File: config.mk
export PLATFORM = sky130hd
export DESIGN_NAME = mux_unstriping
export DESIGN_NICKNAME = d
export VERILOG_FILES = /design/src/rtl/unstriping_pkg.sv /design/src/rtl/sync_fifo.sv /design/src/rtl/mux_unstriping.sv
export SDC_FILE = /design/constraint.sdc
export NUM_CORES = 1
export LEC_CHECK = 0
export CELL_PAD_IN_SITES_DETAIL_PLACEMENT = 1
export CELL_PAD_IN_SITES_GLOBAL_PLACEMENT = 1
export CORE_MARGIN = 4
export CORE_UTILIZATION = 39
export CTS_CLUSTER_SIZE = 24
export DETAILED_ROUTE_END_ITERATION = 10
export PLACE_DENSITY = 0.79
export REMOVE_ABC_BUFFERS = 1
export SLEW_MARGIN = 5
export SYNTH_ARGS = -nofsm -noshare
export SYNTH_HDL_FRONTEND = slang
export SYNTH_SLANG_ARGS = --single-unit
File: constraint.sdc
create_clock -name clk_2f -period 3.06 [get_ports clk_2f]
set_clock_uncertainty 0.15 [all_clocks]
set_input_delay 0.918 -clock clk_2f [delete_from_list [all_inputs] [get_ports clk_2f]]
set_output_delay 0.918 -clock clk_2f [all_outputs]
set_load 0.02 [all_outputs]
File: src/rtl/unstriping_pkg.sv
// Shared defaults and lane-select state type for the two-lane unstriping datapath.
package unstriping_pkg;

    localparam int unsigned DATA_W_DEF     = 32;
    localparam int unsigned FIFO_DEPTH_DEF = 4;
    localparam int unsigned CNT_W_DEF      = 16;

    typedef enum logic {
        LANE0 = 1'b0,
        LANE1 = 1'b1
    } lane_state_t;

endpackage

File: src/rtl/sync_fifo.sv
// Small first-word-fall-through buffer; a push while full is accepted only if a pop frees a slot.
module sync_fifo #(
    parameter int unsigned WIDTH = 32,
    parameter int unsigned DEPTH = 4
) (
    input  logic             clk,
    input  logic             reset,
    input  logic             push,
    input  logic             pop,
    input  logic [WIDTH-1:0] din,
    output logic [WIDTH-1:0] dout,
    output logic             empty,
    output logic             full,
    output logic             drop
);

    localparam int unsigned AW = $clog2(DEPTH);

    logic [WIDTH-1:0] mem [DEPTH];
    logic [AW-1:0]    wr_ptr;
    logic [AW-1:0]    rd_ptr;
    logic [AW:0]      count;
    logic             do_push;
    logic             do_pop;

    always_comb begin
        empty   = (count == '0);
        full    = (count == (AW+1)'(DEPTH));
        do_pop  = pop & ~empty;
        // When full, wr_ptr == rd_ptr: the slot being popped is the one rewritten.
        do_push = push & (~full | do_pop);
        drop    = push & full & ~do_pop;
        dout    = mem[rd_ptr];
    end

    always_ff @(posedge clk) begin
        if (do_push) begin
            mem[wr_ptr] <= din;
        end
    end

    always_ff @(posedge clk) begin
        if (!reset) begin
            wr_ptr <= '0;
            rd_ptr <= '0;
            count  <= '0;
        end else begin
            if (do_push) begin
                wr_ptr <= wr_ptr + 1'b1;
            end
            if (do_pop) begin
                rd_ptr <= rd_ptr + 1'b1;
            end
            case ({do_push, do_pop})
                2'b10:   count <= count + 1'b1;
                2'b01:   count <= count - 1'b1;
                default: count <= count;
            endcase
        end
    end

endmodule

File: src/rtl/mux_unstriping.sv
// Merges two strictly alternating 32-bit lanes back into one word stream feeding a ready/valid consumer.
module mux_unstriping
    import unstriping_pkg::*;
#(
    parameter int unsigned DATA_W     = DATA_W_DEF,
    parameter int unsigned FIFO_DEPTH = FIFO_DEPTH_DEF,
    parameter int unsigned CNT_W      = CNT_W_DEF
) (
    input  logic              clk_2f,
    input  logic              reset,
    input  logic [DATA_W-1:0] lane_0,
    input  logic              valid_in0,
    input  logic [DATA_W-1:0] lane_1,
    input  logic              valid_in1,
    input  logic              ready_out,
    output logic [DATA_W-1:0] data_out,
    output logic              valid_out,
    output logic              fifo_full,
    output logic              overflow,
    output logic [CNT_W-1:0]  word_count
);

    lane_state_t       state;
    logic              capture;
    logic [DATA_W-1:0] word;
    logic              pop;
    logic              drop;
    logic              empty;
    logic [DATA_W-1:0] head;

    // Only the expected lane's valid matters; the other may be stale-high.
    always_comb begin
        capture   = (state == LANE0) ? valid_in0 : valid_in1;
        word      = (state == LANE0) ? lane_0 : lane_1;
        valid_out = ~empty;
        pop       = valid_out & ready_out;
        data_out  = empty ? '0 : head;
    end

    sync_fifo #(
        .WIDTH (DATA_W),
        .DEPTH (FIFO_DEPTH)
    ) u_fifo (
        .clk   (clk_2f),
        .reset (reset),
        .push  (capture),
        .pop   (pop),
        .din   (word),
        .dout  (head),
        .empty (empty),
        .full  (fifo_full),
        .drop  (drop)
    );

    // The FSM toggles on every capture, dropped or not, to keep lane alignment.
    always_ff @(posedge clk_2f) begin
        if (!reset) begin
            state      <= LANE0;
            word_count <= '0;
            overflow   <= 1'b0;
        end else begin
            if (capture) begin
                state <= (state == LANE0) ? LANE1 : LANE0;
            end
            if (capture && !drop) begin
                word_count <= word_count + 1'b1;
            end
            if (drop) begin
                overflow <= 1'b1;
            end
        end
    end

endmodule
==> results.json, run 1 <==
{
  "cts_clock_pin_slew_for_the_worst_setup_and_hold_paths_ps": 60,
  "antennaDiodeCount": 0,
  "worst_r2r_endpoint": "u_fifo.count[2]$_SDFFE_PN0P_",
  "postPlaceCellArea_um2": 8160,
  "worst_ir_drop_vdd_mv": 0.424,
  "dieArea_um2": 18700,
  "cts.path.max_buffers": 2,
  "static-leakage-power_nw": 2.91,
  "drive_above_1_share_pct": 27.5,
  "row_count": 46,
  "status": "finished clean",
  "proportion_of_synthesized_chip_area_in_sequential_cells_pct": 68.0,
  "layout-area-overhead-vs-synth_pct": 34.0,
  "ys_seq_elements": 155,
  "globalRouteOverflowTotal": 0,
  "max_cap_violations": 0,
  "rr_worst_depth": 10,
  "first_pass_grt_wire_length_mm": 22.8,
  "post-synth-top-area-fraction_pct": 59.6,
  "drcViolationCount": 0,
  "detailedRoute.firstPassIterationCount": 4,
  "timing.rr.start": "u_fifo.count[0]$_SDFFE_PN0P_",
  "fraction_of_the_cycle_the_final_worst_path_needs_pct": 97.3,
  "layout.cells.most_common_list": "sky130_fd_sc_hd__edfxtp_1, sky130_fd_sc_hd__clkdlybuf4s50_1, sky130_fd_sc_hd__mux4_2, sky130_fd_sc_hd__and2_1, sky130_fd_sc_hd__mux2_2",
  "report.final.hold_viol_count": 0,
  "port-buffer-count": 119,
  "layout.cells.most_common": "sky130_fd_sc_hd__edfxtp_1",
  "number_of_global_route_vias_before_repair": 4224,
  "post-route-min-period_ps": 2980,
  "post_drt_via_cell_ratio": 5.04,
  "root_buffer_cell": "sky130_fd_sc_hd__clkbuf_16",
  "ioPinCount": 120,
  "antenna_violating_nets_post_route": 0,
  "initial_core_util_pct": 40.2,
  "layout.nets": 604,
  "tritoncts_clock_tree": "yes",
  "pwr_density_cell_nw_per_um2": 768,
  "worst_slew_margin_relative_to_its_limit_pct": 66.2,
  "yosys-top-cells-area": "sky130_fd_sc_hd__edfxtp_1, sky130_fd_sc_hd__mux4_2, sky130_fd_sc_hd__dfxtp_1",
  "tightest_slew_ps": 507,
  "worst_ep_arrival_time_ps": 1910,
  "timing.hold.worst.class": "flop to flop",
  "setup_repair_after_global_routing_missed_its_margin": "false",
  "drt-initial-drc-count": 182,
  "syn_inst": 383,
  "ys.warnings.count": 0,
  "critPathRequiredTime_ps": 1990,
  "tritoncts_num_sinks": 155,
  "wl_mm": 14.6,
  "critical_path_class": "flop to primary output",
  "max_clock_freq_ghz": 0.336,
  "dp_hpwl_mm": 9.99,
  "setup_viol_count_final": 0,
  "post-layout-total-power_w": 0.00663,
  "timing.final.ws_setup_ps": 81.1,
  "grt_start_max_net_pins": 35,
  "syn-cell-area_um2": 6450,
  "crit_slowest_cell": "sky130_fd_sc_hd__mux4_2",
  "cts_hold_repair.buffers": 0,
  "min-delay-start": "word_count[15]$_SDFFE_PN0P_",
  "cp_max_fo": 10,
  "clock_latency_reported_for_the_late_side_of_the_worst_skew_pair_ps": 420,
  "post_layout_utilization_of_the_core_pct": 53.8,
  "core_area_um2": 16100,
  "post_synth.cell_area_avg_um2": 16.8,
  "die_h_um": 137,
  "nFillCells": 1521,
  "endpoint_kind": "primary output",
  "gp_congestion": 0.767,
  "endpoint_of_the_most_critical_setup_path": "data_out[19]",
  "die_width_um": 137,
  "final_design_area_no_fill_um2": 8640,
  "grt_antenna_before_repair": 1,
  "synth.lib_cells_used.distinct": 34,
  "worst_path_largest_cell_delay_ps": 510,
  "vias": 3814,
  "gr-usage-all-layers_pct": 16.3,
  "yosys.area.top_type": "sky130_fd_sc_hd__edfxtp_1",
  "ctsHtreeMaxLevel": 4,
  "nature_of_the_critical_path_startpoint": "flop",
  "routed_wire_length_per_instance_um": 19.3,
  "crit_path_cell_trace": "buf_12 -> mux4_2 -> and2_1 -> clkdlybuf4s15_1",
  "rrSetupSlack_ps": 650,
  "place_worst_setup_slack_ps": -234,
  "cts_inserted_buffers": 17,
  "timing.final.max_slew_violations": 0
}
-- Yosys cell counts --
cell type	instances
sky130_fd_sc_hd__mux2_2	32
sky130_fd_sc_hd__buf_1	2
sky130_fd_sc_hd__clkbuf_2	1
sky130_fd_sc_hd__nor3_1	2
sky130_fd_sc_hd__nand2_1	7
sky130_fd_sc_hd__xnor2_1	9
sky130_fd_sc_hd__nor4b_1	1
sky130_fd_sc_hd__mux4_2	32
sky130_fd_sc_hd__o21ai_0	10
sky130_fd_sc_hd__a21oi_1	13
sky130_fd_sc_hd__nor2b_1	1
sky130_fd_sc_hd__inv_1	10
sky130_fd_sc_hd__nand3_1	5
sky130_fd_sc_hd__and4_1	1
sky130_fd_sc_hd__dfxtp_1	27
sky130_fd_sc_hd__fa_1	1
sky130_fd_sc_hd__nor4b_2	1
sky130_fd_sc_hd__ha_1	6
sky130_fd_sc_hd__nor2_1	16
sky130_fd_sc_hd__or3_1	8
sky130_fd_sc_hd__nand4_1	3
sky130_fd_sc_hd__nor4_1	2
sky130_fd_sc_hd__nor3b_1	2
sky130_fd_sc_hd__clkbuf_1	11
sky130_fd_sc_hd__xor2_1	3
sky130_fd_sc_hd__mux2i_1	1
sky130_fd_sc_hd__edfxtp_1	128
sky130_fd_sc_hd__buf_6	1
sky130_fd_sc_hd__or4_1	3
sky130_fd_sc_hd__buf_2	4
sky130_fd_sc_hd__o21a_1	2
sky130_fd_sc_hd__buf_4	1
sky130_fd_sc_hd__and2_1	36
sky130_fd_sc_hd__o31ai_1	1
-- cells by family (layout without fill, tap and decap cells) --
family | count (synthesis) | in the layout | synth area share, %
flops | 155 | 155 | 68.0
simple gates | 88 | 88 | 7.82
mux | 65 | 65 | 16.9
buf+inv | 30 | 188 | 2.02
compound gates | 26 | 26 | 2.13
xor+xnor | 12 | 12 | 1.63
fa+ha+maj | 7 | 7 | 1.47
-- final cells by class --
class	count	area [µm²]	share of cell area [%]
timing repair buffer	146	1460	16.9
sequential	155	4390	50.8
multi-input combinational	198	1940	22.4
tap	216	270	3.13
clock inverter	10	95.1	1.10
inverter	10	37.5	0.435
clock buffer	22	444	5.14
-- per-stage QoR --
step | hold WS, ps | setup TNS, ps | cells
4_1_cts | 373 | -70.6 | 757
5_1_grt | 407 | 0 | 757
2_1_floorplan | 320 | -38510 | 363
3_5_place_dp | 363 | -594 | 723
6_report | 382 | 0 | 757
3_3_place_gp | 332 | -88.1 | 723
-- routing by layer --
layer,part of all wire (%),track usage [%]
met1,42,19.8
met2,51,28.4
met3,5.9,4.45
met4,1.1,5.04
met5,0.089,0
-- worst max-delay path: cells and delay by family, from the launching register on --
kind                   cells  cell delay (ps)
multiplexers               1              510
buffers and inverters      2              440
flip-flops                 1              370
AND/OR/NAND/NOR            1              180
-- flip-flops by register name (all words and copies together), names as in the netlist, named ones only --
register,flops
u_fifo.mem,128
word_count,16
u_fifo.count,3
u_fifo.rd_ptr,2
u_fifo.wr_ptr,2
overflow,1
state,1
-- where the power goes --
part | leakage, nW | switching, W | internal (W)
clock network | 0.247 | 0.000783 | 0.00112
registers | 1.40 | 0.0000777 | 0.00253
logic | 1.27 | 0.00108 | 0.00105
total | 2.91 | 0.00194 | 0.00470
-- worst min-delay path by stage --
stage,end,slack (ps),cells after the start
5_1_grt,word_count[15]$_SDFFE_PN0P_,410,2
4_1_cts,word_count[15]$_SDFFE_PN0P_,370,2
6_report,word_count[15]$_SDFFE_PN0P_,380,2
2_1_floorplan,u_fifo.count[2]$_SDFFE_PN0P_,320,2
3_3_place_gp,word_count[15]$_SDFFE_PN0P_,330,2
3_5_place_dp,word_count[15]$_SDFFE_PN0P_,360,2
-- repair_timing --
action                     4_1_cts  5_1_grt
buffers inserted                 1        0
gates resized for setup         90       20
gates cloned                     1        0
setup endpoints to repair       33       19
Power figures use the tool's default switching activity.
==> run 2, diff against run 1 <==
--- a/config.mk
+++ b/config.mk
@@ -5,13 +5,14 @@
 export SDC_FILE = /design/constraint.sdc
 export NUM_CORES = 1
 export LEC_CHECK = 0
+export ABC_CLOCK_PERIOD_IN_PS = 3600
 export CELL_PAD_IN_SITES_DETAIL_PLACEMENT = 1
 export CELL_PAD_IN_SITES_GLOBAL_PLACEMENT = 1
-export CORE_MARGIN = 4
-export CORE_UTILIZATION = 39
+export CORE_MARGIN = 2
+export CORE_UTILIZATION = 47
 export CTS_CLUSTER_SIZE = 24
 export DETAILED_ROUTE_END_ITERATION = 10
-export PLACE_DENSITY = 0.79
+export PLACE_DENSITY = 0.89
 export REMOVE_ABC_BUFFERS = 1
 export SLEW_MARGIN = 5
 export SYNTH_ARGS = -nofsm -noshare
==> constraint.sdc (replaced) <==
create_clock -name clk_2f -period 3.6 [get_ports clk_2f]
set_clock_uncertainty 0.15 [all_clocks]
set_input_delay 1.08 -clock clk_2f [delete_from_list [all_inputs] [get_ports clk_2f]]
set_output_delay 1.08 -clock clk_2f [all_outputs]
set_load 0.02 [all_outputs]
==> run 2 against run 1 <==
Cell area shrank 0.43%. Critical path depth is the same. Clock power is essentially flat. First-iteration DRC count grew 38%. Highest routed layer is now met4. Sequential power shrank 14%. Global-route usage grew 4.8 points. Sequential share of layout area grew 0.22 points. Non-clock buffer count shrank 11. Die area shrank 21%.
==> results.json, run 2 (synthesis results as in run 1) <==
{
  "gr-usage-all-layers_pct": 21.2,
  "antenna_violating_nets_post_route": 0,
  "place_worst_setup_slack_ps": 54.0,
  "drcViolationCount": 0,
  "static-leakage-power_nw": 2.84,
  "groute.layer.met1.usage_pct": 26.6,
  "tritoncts_num_sinks": 155,
  "globalRouteOverflowTotal": 0,
  "groute.layer.met2.usage_pct": 36.7,
  "drive_above_1_share_pct": 21.5,
  "max_cap_violations": 0,
  "fraction_of_the_cycle_the_final_worst_path_needs_pct": 97.4,
  "detailedRoute.firstPassIterationCount": 5,
  "cts_hold_repair.buffers": 0,
  "wl_mm": 14.7,
  "dieArea_um2": 14700,
  "die_h_um": 121,
  "grt.busiest_layer": "met2",
  "gp_congestion": 0.736,
  "vias": 3820,
  "nature_of_the_critical_path_startpoint": "flop",
  "biggestRegsByFlops": "u_fifo.mem (128), word_count (16), u_fifo.count (3)",
  "report.final.hold_viol_count": 0,
  "routed_wire_length_per_instance_um": 20.8,
  "timing.final.ws_setup_ps": 95.0,
  "timing.hold.worst.class": "flop to flop",
  "largest-register": "u_fifo.mem",
  "cts_clock_pin_slew_for_the_worst_setup_and_hold_paths_ps": 60,
  "port-buffer-count": 119,
  "timing.final.max_slew_violations": 0,
  "final_design_area_no_fill_um2": 8600,
  "worst_ir_drop_vdd_mv": 0.334,
  "largest_reg_flops": 128,
  "layout.nets": 593,
  "first_pass_grt_wire_length_mm": 23.0,
  "grt_start_max_net_pins": 35,
  "groute.layer.met3.usage_pct": 3.57,
  "die_width_um": 121,
  "max_clock_freq_ghz": 0.285,
  "dp_hpwl_mm": 9.37,
  "post_drt_via_cell_ratio": 5.41,
  "post-route-min-period_ps": 3510,
  "status": "finished clean",
  "setup_total_negative_slack_ps": 0,
  "row_count": 42,
  "cts.path.max_buffers": 2,
  "critPathRequiredTime_ps": 2370,
  "tightest_slew_ps": 903,
  "clock_latency_reported_for_the_late_side_of_the_worst_skew_pair_ps": 400,
  "number_of_global_route_vias_before_repair": 4195,
  "nFillCells": 1196,
  "critical_path_class": "flop to primary output",
  "endpoint_kind": "primary output",
  "pwr_density_cell_nw_per_um2": 703,
  "antennaDiodeCount": 0,
  "grt_antenna_before_repair": 0,
  "worst_ep_arrival_time_ps": 2280,
  "layout.cells.most_common_list": "sky130_fd_sc_hd__edfxtp_1, sky130_fd_sc_hd__clkdlybuf4s50_1, sky130_fd_sc_hd__mux4_2, sky130_fd_sc_hd__and2_1, sky130_fd_sc_hd__mux2_2",
  "core_area_um2": 13300,
  "cts_inserted_buffers": 17,
  "drt-initial-drc-count": 251,
  "cp_max_fo": 9,
  "initial_core_util_pct": 48.5,
  "worst_slew_margin_relative_to_its_limit_pct": 39.8,
  "postPlaceCellArea_um2": 7870,
  "layout.cells.most_common": "sky130_fd_sc_hd__edfxtp_1",
  "setup_viol_count_final": 0,
  "ioPinCount": 120,
  "tritoncts_clock_tree": "yes",
  "root_buffer_cell": "sky130_fd_sc_hd__clkbuf_16",
  "ctsHtreeMaxLevel": 4,
  "layout-area-overhead-vs-synth_pct": 33.4,
  "setup_repair_after_global_routing_missed_its_margin": "false"
}
## run 2: timing repair
action,CTS,global route
gates resized for setup,3,1
cloned,0,1
endpoints found under the setup margin,22,18
setup buffers,0,7
## run 2: where the power goes
| part | switching, W | internal [W] |
|---|---|---|
| Combinational | 0.000889 | 0.000983 |
| Sequential | 0.0000921 | 0.00215 |
| Clock | 0.000648 | 0.00128 |
## run 2: worst max-delay path, stage by stage, from the launching register on
cell and delay [ps]:
sky130_fd_sc_hd__dfxtp_4 440, sky130_fd_sc_hd__buf_12 170, sky130_fd_sc_hd__mux4_2 500, sky130_fd_sc_hd__and2_1 190
sky130_fd_sc_hd__clkdlybuf4s50_1 550
## run 2: final timing paths
kind	startpoint	end	slack, ps	cells after the start
hold reg to reg	overflow$_SDFFE_PN0P_	overflow$_SDFFE_PN0P_	350	2
setup / recovery	flop	data_out[9]	90	4
hold / removal	overflow$_SDFFE_PN0P_	overflow$_SDFFE_PN0P_	350	2
setup reg to reg	state$_SDFFE_PN0P_	u_fifo.count[2]$_SDFFE_PN0P_	1230	9
## run 2: per-stage QoR
stage | util [%] | hold slack [ps] | total power (W) | instances
detailed placement | 59.2 | 351 | 0.00408 | 666
floorplan | - | 320 | 0.00327 | 363
CTS | 64.1 | 365 | 0.00601 | 698
global placement | 59.2 | 306 | 0.00401 | 666
global route | 64.7 | 385 | 0.00630 | 706
finish | 64.7 | 352 | 0.00605 | 706
## run 2: area by class of cell
type,count,area [µm²],share of cell area (%)
clock buffers,24,482,5.60
clock inverters,8,165,1.92
inverters,10,37.5,0.436
multi-input cells,198,1940,22.5
flip-flops and latches,155,4390,51.0
well taps,176,220,2.56
repair buffers,135,1370,15.9
## run 2: per-layer routing
| metal | vias up | part of all wire [%] |
|---|---|---|
| met4 | 0 | 1.8 |
| met3 | 20 | 4.5 |
| met2 | 115 | 53 |
| met1 | 1948 | 41 |
| met5 | - | 0 |
| li1 | 1737 | - |
==> variant (settings of run 1) <==
Put one more register stage on the output `word_count`. The value now appears one clock later. The other outputs are not delayed to match.
--- a/src/rtl/mux_unstriping.sv
+++ b/src/rtl/mux_unstriping.sv
@@ -20,4 +20,6 @@
     output logic [CNT_W-1:0]  word_count
 );
+
+    logic [CNT_W-1:0] word_count_s0;
 
     lane_state_t       state;
@@ -57,5 +59,5 @@
         if (!reset) begin
             state      <= LANE0;
-            word_count <= '0;
+            word_count_s0 <= '0;
             overflow   <= 1'b0;
         end else begin
@@ -64,5 +66,5 @@
             end
             if (capture && !drop) begin
-                word_count <= word_count + 1'b1;
+                word_count_s0 <= word_count_s0 + 1'b1;
             end
             if (drop) begin
@@ -72,3 +74,7 @@
     end
 
+    always_ff @(posedge clk_2f) begin
+        word_count <= word_count_s0;
+    end
+
 endmodule
Check against the original RTL: not equivalent (a bounded check fails within 4 cycles, from zero or initial values and one cycle with reset low).
==> variant against run 1 <==
The run now ends with setup timing left; die area increased by 5.2%; sequential cell count is 16 higher; maximum frequency down 3.1%; count of clock-buffer cells in the layout shrank 3; combinational power grew 2%; power up 8.4%; non-clock buffer count is 3 lower; final area up 4.4%; clock power increased by 15%; synthesized area rose by 5.5%; setup slack lost 97 ps; wire length rose by 4.4%; critical endpoint is now data_out[20]; largest power group unchanged; highest routed layer is now met4.
==> variant: results <==
[outcome]
status = finished with violations
violations = setup timing

[layout]
layout.nets = 619
syn_to_final_growth_pct = 32.5
fillers = 1667
multi_input_cells = 202
buf_share_pct = 15.5
seq_cells = 171
clk_share_pct = 6.70
clock_buffer_count = 19
seq_area_share_pct = 52.3
num-nonclk-buffers = 143
multi_input_area_share_pct = 22.1
drive_gt1_share_pct = 27.2
antenna_cells = 0

[timing]
tightest_slew_ps = 664
timing.final.ws_setup_ps = -15.6
fin_setup_tns_ps = -15.6
setup_violations = 1

[logic_synthesis]
synth_edf_count = 128
synthDistinctLibCells = 35
synth_flop_cell = edfxtp_1
synthAdderAreaFrac_pct = 1.40
synthArstFlopShare_pct = 0
syn_inst = 400
seq_area_frac_synth_pct = 69.1
synth_compound_area_share_pct = 1.32
synth_area_leaders = edfxtp_1 (56%), dfxtp_1 (13%), mux4_2 (11%)
synth_common_cells = edfxtp_1 (128), dfxtp_1 (43), and2_1 (37), mux2_2 (32), mux4_2 (32)

[global_routing]
grt_pass1_vias = 4420
antenna_found_initial = 0
grt_util_met3_pct = 5.05
grt_pass1_wl_mm = 24.4
use_met2_pct = 28.5
grtUsageMet1_pct = 19.0
grt.total_usage_pct = 16.1

[place]
dp.cells = 744
place_ws_ps = -242
dpl_cell_area_um2 = 8400
dpl.hpwl_mm = 9.90

[power_and_ir_drop]
p_int_w = 0.00519
seq-power_w = 0.00283
p_leak_nw = 3.10
p_sw_w = 0.00200
ir_worst_vdd_mv = 0.411

[detailed_routing]
drtIter0Drc = 168
met1_length_mm = 6.17
met2_length_mm = 7.99
num_vias = 3928
wl_per_cell_um = 19.5
wl_met3_um = 934
top_layer_used = met4

[critical_path]
rr_worst_depth = 8
worstPathArrival_ps = 2010
max_stage_delay_ps = 490

[floorplanning]
core_area_um2 = 17200

[clock_tree]
cts_resized = 100
cts_setup_buffers = 2

[hold_path]
hold_depth = 0
==> variant: changes by cell type after synthesis, sizes merged, moves of 3 or more <==
cell	change
o21ai	-7
nand2	+7
a21oi	-4
mux2i	+4
nand2b	+4
dfxtp	+16
nor4	+3
or3	-4
==> variant: worst paths after layout <==
kind | from | slack [ps] | to
worst max-delay path | flip-flop | -20 | data_out[20]
worst min-delay path | word_count_s0[15]$_SDFFE_PN0P_ | 230 | word_count[15]$_DFF_P_
worst max register to register | u_fifo.count[0]$_SDFFE_PN0P_ | 730 | u_fifo.count[2]$_SDFFE_PN0P_
worst min register to register | word_count_s0[15]$_SDFFE_PN0P_ | 230 | word_count[15]$_DFF_P_
==> variant: critical path: cells and delay by family, from the launching register on <==
kind          cells  cell delay [ps]
flops             1              390
simple gates      1              170
buf+inv           2              540
mux               1              490
